`config.mk`:
```
export PLATFORM = sky130hd
export DESIGN_NAME = enviar_serial
export DESIGN_NICKNAME = d
export VERILOG_FILES = /design/src/rtl/uart_pkg.sv /design/src/rtl/baud_tick_gen.sv /design/src/rtl/enviar_serial.sv
export SDC_FILE = /design/constraint.sdc
export NUM_CORES = 1
export LEC_CHECK = 0
export CORE_MARGIN = 3
export CORE_UTILIZATION = 51
export DETAILED_ROUTE_END_ITERATION = 6
export PLACE_DENSITY = 0.87
export RECOVER_POWER = 50
export SLEW_MARGIN = 20
export SYNTH_ARGS = -nofsm -noshare
export SYNTH_HDL_FRONTEND = slang
export SYNTH_SLANG_ARGS = --single-unit
```
`constraint.sdc`:
```
create_clock -name outclk -period 1.9 [get_ports outclk]
set_clock_uncertainty 0.2 [all_clocks]
set_input_delay 0.38 -clock outclk [delete_from_list [all_inputs] [get_ports outclk]]
set_output_delay 0.38 -clock outclk [all_outputs]
set_load 0.01 [all_outputs]
```
`src/rtl/uart_pkg.sv`:
```
// Shared UART definitions: transmitter state encoding, frame geometry and line levels.
package uart_pkg;

    typedef enum logic [2:0] {
        StIdle,
        StStart,
        StData,
        StStop1,
        StStop2
    } tx_state_e;

    localparam int unsigned FRAME_BITS = 11;
    localparam int unsigned DATA_BITS  = 8;

    localparam logic LINE_IDLE  = 1'b1;
    localparam logic LINE_START = 1'b0;

    function automatic logic even_parity(input logic [DATA_BITS-1:0] data);
        return ^data;
    endfunction

endpackage

```
`src/rtl/baud_tick_gen.sv`:
```
// Bit-period timer: emits a one-cycle tick on the last cycle of each CLKS_PER_BIT period.
module baud_tick_gen #(
    parameter int unsigned CLKS_PER_BIT = 1
) (
    input  logic outclk,
    input  logic reset,
    input  logic clear,
    output logic tick
);

    localparam int unsigned CntW = (CLKS_PER_BIT > 1) ? $clog2(CLKS_PER_BIT) : 1;
    localparam logic [CntW-1:0] LastCnt = CntW'(CLKS_PER_BIT - 1);

    logic [CntW-1:0] cnt_q, cnt_d;

    // Clear holds the count at zero so the first period after release is full length.
    always_comb begin
        cnt_d = cnt_q;
        tick  = 1'b0;
        if (clear) begin
            cnt_d = '0;
        end else if (cnt_q == LastCnt) begin
            cnt_d = '0;
            tick  = 1'b1;
        end else begin
            cnt_d = cnt_q + 1'b1;
        end
    end

    always_ff @(posedge outclk) begin
        if (reset) begin
            cnt_q <= '0;
        end else begin
            cnt_q <= cnt_d;
        end
    end

endmodule

```
`src/rtl/enviar_serial.sv`:
```
// UART transmitter: 11-period frame (start, 8 data LSB first, two trailing high slots).
// Define ENVIAR_PARITY_EN to carry even parity in the first trailing slot.
module enviar_serial
    import uart_pkg::*;
#(
    parameter int unsigned CLKS_PER_BIT = 1
) (
    input  logic       outclk,
    input  logic       reset,
    input  logic [7:0] tx_data,
    input  logic       tx_valid,
    output logic       tx_ready,
    output logic       SalidaTx,
    output logic       tx_done
);

    tx_state_e   state_q, state_d;
    logic [7:0]  shift_q, shift_d;
    logic [2:0]  bit_cnt_q, bit_cnt_d;
    logic        line_q, line_d;
    logic        done_q, done_d;
    logic        tick;
    logic        accept;
    logic        stop1_level;

    assign tx_ready = (state_q == StIdle);
    assign accept   = tx_valid && tx_ready;
    assign SalidaTx = line_q;
    assign tx_done  = done_q;

    baud_tick_gen #(
        .CLKS_PER_BIT(CLKS_PER_BIT)
    ) u_baud (
        .outclk(outclk),
        .reset (reset),
        .clear (state_q == StIdle),
        .tick  (tick)
    );

`ifdef ENVIAR_PARITY_EN
    logic parity_q;

    // Parity is captured with the byte so later tx_data changes cannot affect it.
    always_ff @(posedge outclk) begin
        if (reset) begin
            parity_q <= 1'b0;
        end else if (accept) begin
            parity_q <= even_parity(tx_data);
        end
    end

    assign stop1_level = parity_q;
`else
    assign stop1_level = LINE_IDLE;
`endif

    always_comb begin
        state_d   = state_q;
        shift_d   = shift_q;
        bit_cnt_d = bit_cnt_q;
        line_d    = line_q;
        done_d    = 1'b0;
        unique case (state_q)
            StIdle: begin
                line_d = LINE_IDLE;
                if (accept) begin
                    shift_d   = tx_data;
                    bit_cnt_d = '0;
                    line_d    = LINE_START;
                    state_d   = StStart;
                end
            end
            StStart: begin
                if (tick) begin
                    line_d  = shift_q[0];
                    state_d = StData;
                end
            end
            StData: begin
                if (tick) begin
                    shift_d   = {1'b0, shift_q[7:1]};
                    bit_cnt_d = bit_cnt_q + 3'd1;
                    if (bit_cnt_q == 3'(DATA_BITS - 1)) begin
                        line_d  = stop1_level;
                        state_d = StStop1;
                    end else begin
                        line_d = shift_q[1];
                    end
                end
            end
            StStop1: begin
                if (tick) begin
                    line_d  = LINE_IDLE;
                    state_d = StStop2;
                end
            end
            StStop2: begin
                if (tick) begin
                    line_d  = LINE_IDLE;
                    done_d  = 1'b1;
                    state_d = StIdle;
                end
            end
            default: begin
                line_d  = LINE_IDLE;
                state_d = StIdle;
            end
        endcase
    end

    always_ff @(posedge outclk) begin
        if (reset) begin
            state_q   <= StIdle;
            shift_q   <= '0;
            bit_cnt_q <= '0;
            line_q    <= LINE_IDLE;
            done_q    <= 1'b0;
        end else begin
            state_q   <= state_d;
            shift_q   <= shift_d;
            bit_cnt_q <= bit_cnt_d;
            line_q    <= line_d;
            done_q    <= done_d;
        end
    end

endmodule

```
==> impl_metrics.py <==
metrics = {
    "timing": {
        "rsz0062_at_grt": "false",
        "setup_viol": 0,
        "fin_hold_ws_ns": 0.283,
        "max_freq_mhz": 572,
        "finalHoldViolCount": 0,
        "post-route-min-period_ns": 1.75,
        "final_max_slew_viol_count": 0,
        "period_share_pct": 92.0,
    },
    "detailed_routing": {
        "routed_via_density": 6.01,
        "ant_nets": 0,
        "dr_total_vias": 841,
        "firstDrtPassIters": 4,
        "drt_iter0_drc": 14,
        "wl_per_cell_um": 14.7,
        "drt-total-wl_um": 2060,
        "drc": 0,
    },
    "setup_path": {
        "path_max_fanout": 12,
        "crit_type": "register to register",
        "crit_path_top_delay_cell": "or3b_1",
        "cp-end-kind": "register",
        "cp.arrival_ns": 1.78,
        "critical_path_required_ns": 1.93,
        "crit_path_max_incr_delay_ns": 0.55,
        "worstSetupStartpointType": "register",
        "crit_chain": "clkbuf_1 -> or3b_1 -> mux2i_1 -> a211oi_2",
    },
    "clock_network": {
        "cts_made_buffers": 3,
        "cts_resized": 1,
        "clock-root-buffer": "clkbuf_4",
        "clock_path_buffers": 2,
        "cts_tree": "done",
        "cts_hold_buffers": 0,
        "clkTransAtPathRegs_ns": 0.10,
        "worstSkewPairLatency_ns": 0.29,
        "cts_setup_buffers": 0,
        "ctsHtreeMaxLevel": 1,
        "clock-sinks": 17,
    },
    "cells_and_area": {
        "nNetsFinal": 130,
        "final_common_cell": "dfxtp_1",
        "seqCellArea_sq_um": 340,
        "areaGrowthSynthToFinish_pct": 20.6,
        "mostFrequentLayoutCells": "17 x dfxtp_1, 11 x clkdlybuf4s50_1, 9 x nand3_1, 8 x nand2_1",
        "post_route_cells_drive_above_1_share_pct": 16.4,
        "diodes": 0,
        "final_util_pct": 68.4,
        "final_cells": 140,
        "fillers": 135,
        "multi_input_area_sq_um": 494,
    },
    "grt": {
        "grt_max_degree": 13,
        "grt_usage_pct": 20.5,
        "grt_pass1_vias": 790,
        "grt_pass1_wl_um": 3360,
        "grt-ovfl-total": 0,
        "antenna_found_initial": 0,
    },
    "logic_synthesis": {
        "synth_top_cell_area_share_pct": 37.6,
        "synth.avg_cell_area_sq_um": 9.05,
        "synth-seq-cells": 17,
        "synth_top_area_cell": "dfxtp_1",
        "syn_nets": 113,
        "syn_inst": 100,
        "synthFlopType": "dfxtp_1",
        "synth-async-reset-ratio_pct": 0,
        "ys_top_cells_by_area": "dfxtp_1 38%, a311oi_2 10%, nand3_1 5.0%",
        "ys_warn_count": 0,
        "synthDistinctLibCells": 36,
        "synth-edff-count": 0,
        "syn_area_sq_um": 905,
        "ys_seq_area_share_pct": 37.6,
    },
    "floorplan": {
        "core_sq_um": 1590,
        "die_height_um": 48.1,
        "die_w_um": 48.1,
        "rows": 14,
        "dieArea_sq_um": 2320,
        "start_util_pct": 56.8,
        "io_pins": 14,
    },
    "power": {
        "vdd_drop_max_v": 0.000471,
        "p_per_area_nw_per_um2": 741,
        "p_leak_nw": 0.397,
    },
    "placement": {
        "dp.cells": 136,
        "place_congestion": 0.783,
        "portBuffers": 13,
        "hpwl_um": 1590,
    },
    "hold_path": {
        "min_path_type": "register to register",
    },
    "job": {
        "cap_viol_max_count": 0,
    },
    "run_status": {
        "status": "completed",
    },
}
[critical path, delay by kind of cell, from the launching register on]
| family | cells | cell delay [ns] |
|---|---|---|
| AO/OA/AOI/OAI | 1 | 0.20 |
| buffers and inverters | 1 | 0.24 |
| flip-flops | 1 | 0.32 |
| multiplexers | 1 | 0.17 |
| AND/OR/NAND/NOR | 1 | 0.55 |
[worst paths after layout]
path | startpoint | endpoint | slack [ns] | cells past startpoint
worst max-delay path | state_q[0]$_SDFFE_PP0P_ | shift_q[0]$_SDFFE_PP0P_ | 0.15 | 4
worst min-delay path | bit_cnt_q[1]$_SDFFE_PP0P_ | bit_cnt_q[1]$_SDFFE_PP0P_ | 0.28 | 2
worst max register to register | state_q[0]$_SDFFE_PP0P_ | shift_q[0]$_SDFFE_PP0P_ | 0.15 | 4
worst min register to register | bit_cnt_q[1]$_SDFFE_PP0P_ | bit_cnt_q[1]$_SDFFE_PP0P_ | 0.28 | 2
[state kept, by name, indices dropped and copies added (netlist names)]
name / count
tx_done: 1
shift_q: 8
SalidaTx: 1
state_q: 3
u_baud.cnt_q: 1
bit_cnt_q: 3
[power breakdown]
| part | internal [mW] | switching (mW) |
|---|---|---|
| combinational | 0.0982 | 0.110 |
| clock | 0.0817 | 0.114 |
| sequential | 0.386 | 0.0190 |
| total | 0.566 | 0.243 |
[area by class of cell]
class / instances / area share (%)
Tap cell: 24 / 2.75
Timing Repair Buffer: 22 / 17.3
Multi-Input combinational cell: 70 / 45.3
Clock buffer: 4 / 2.41
Inverter: 3 / 1.03
Sequential cell: 17 / 31.2
[through the flow]
step	total power, mW	worst slack (ns)	cell area (sq um)	setup TNS [ns]
after CTS	0.815	0.142	1100	0
final	0.809	0.152	1090	0
after detailed placement	0.626	-0.0308	1070	-0.144
after global routing	0.852	0.0354	1090	0
after floorplan	0.556	0.422	905	0
after global placement	0.616	0.0291	1070	0
[synth_stat cells (2+ instances only)]
cell and count:
dfxtp_1 17, a31oi_1 7, a21oi_1 5, ha_1 2
nand2_1 8, nor3_1 4, nand3_1 9, inv_1 3
buf_2 5, nand4_1 2, nor2_1 3, clkbuf_1 2
a311oi_2 6, o41ai_1 4, buf_6 2
[cells by family (layout without fill, tap and decap cells)]
kind of cell	after synthesis	count (layout)	share of synthesized area, %
simple gates	36	36	21.4
compound gates	29	29	27.9
flops	17	17	37.6
buf+inv	13	29	7.74
fa+ha+maj	2	2	2.77
other cells	1	1	0.415
xor+xnor	1	1	0.968
mux	1	1	1.11
[per-layer routing]
| metal | wire length (um) | vias to the layer above | GRT usage [%] |
|---|---|---|---|
| met3 | 106 | 4 | 3.69 |
| met1 | 891 | 389 | 26.2 |
| met4 | 33 | 0 | 7.53 |
| li1 | - | 414 | - |
| met2 | 1030 | 34 | 34.3 |
| met5 | 0 | - | 0 |
(Power assumes the default switching activity.)
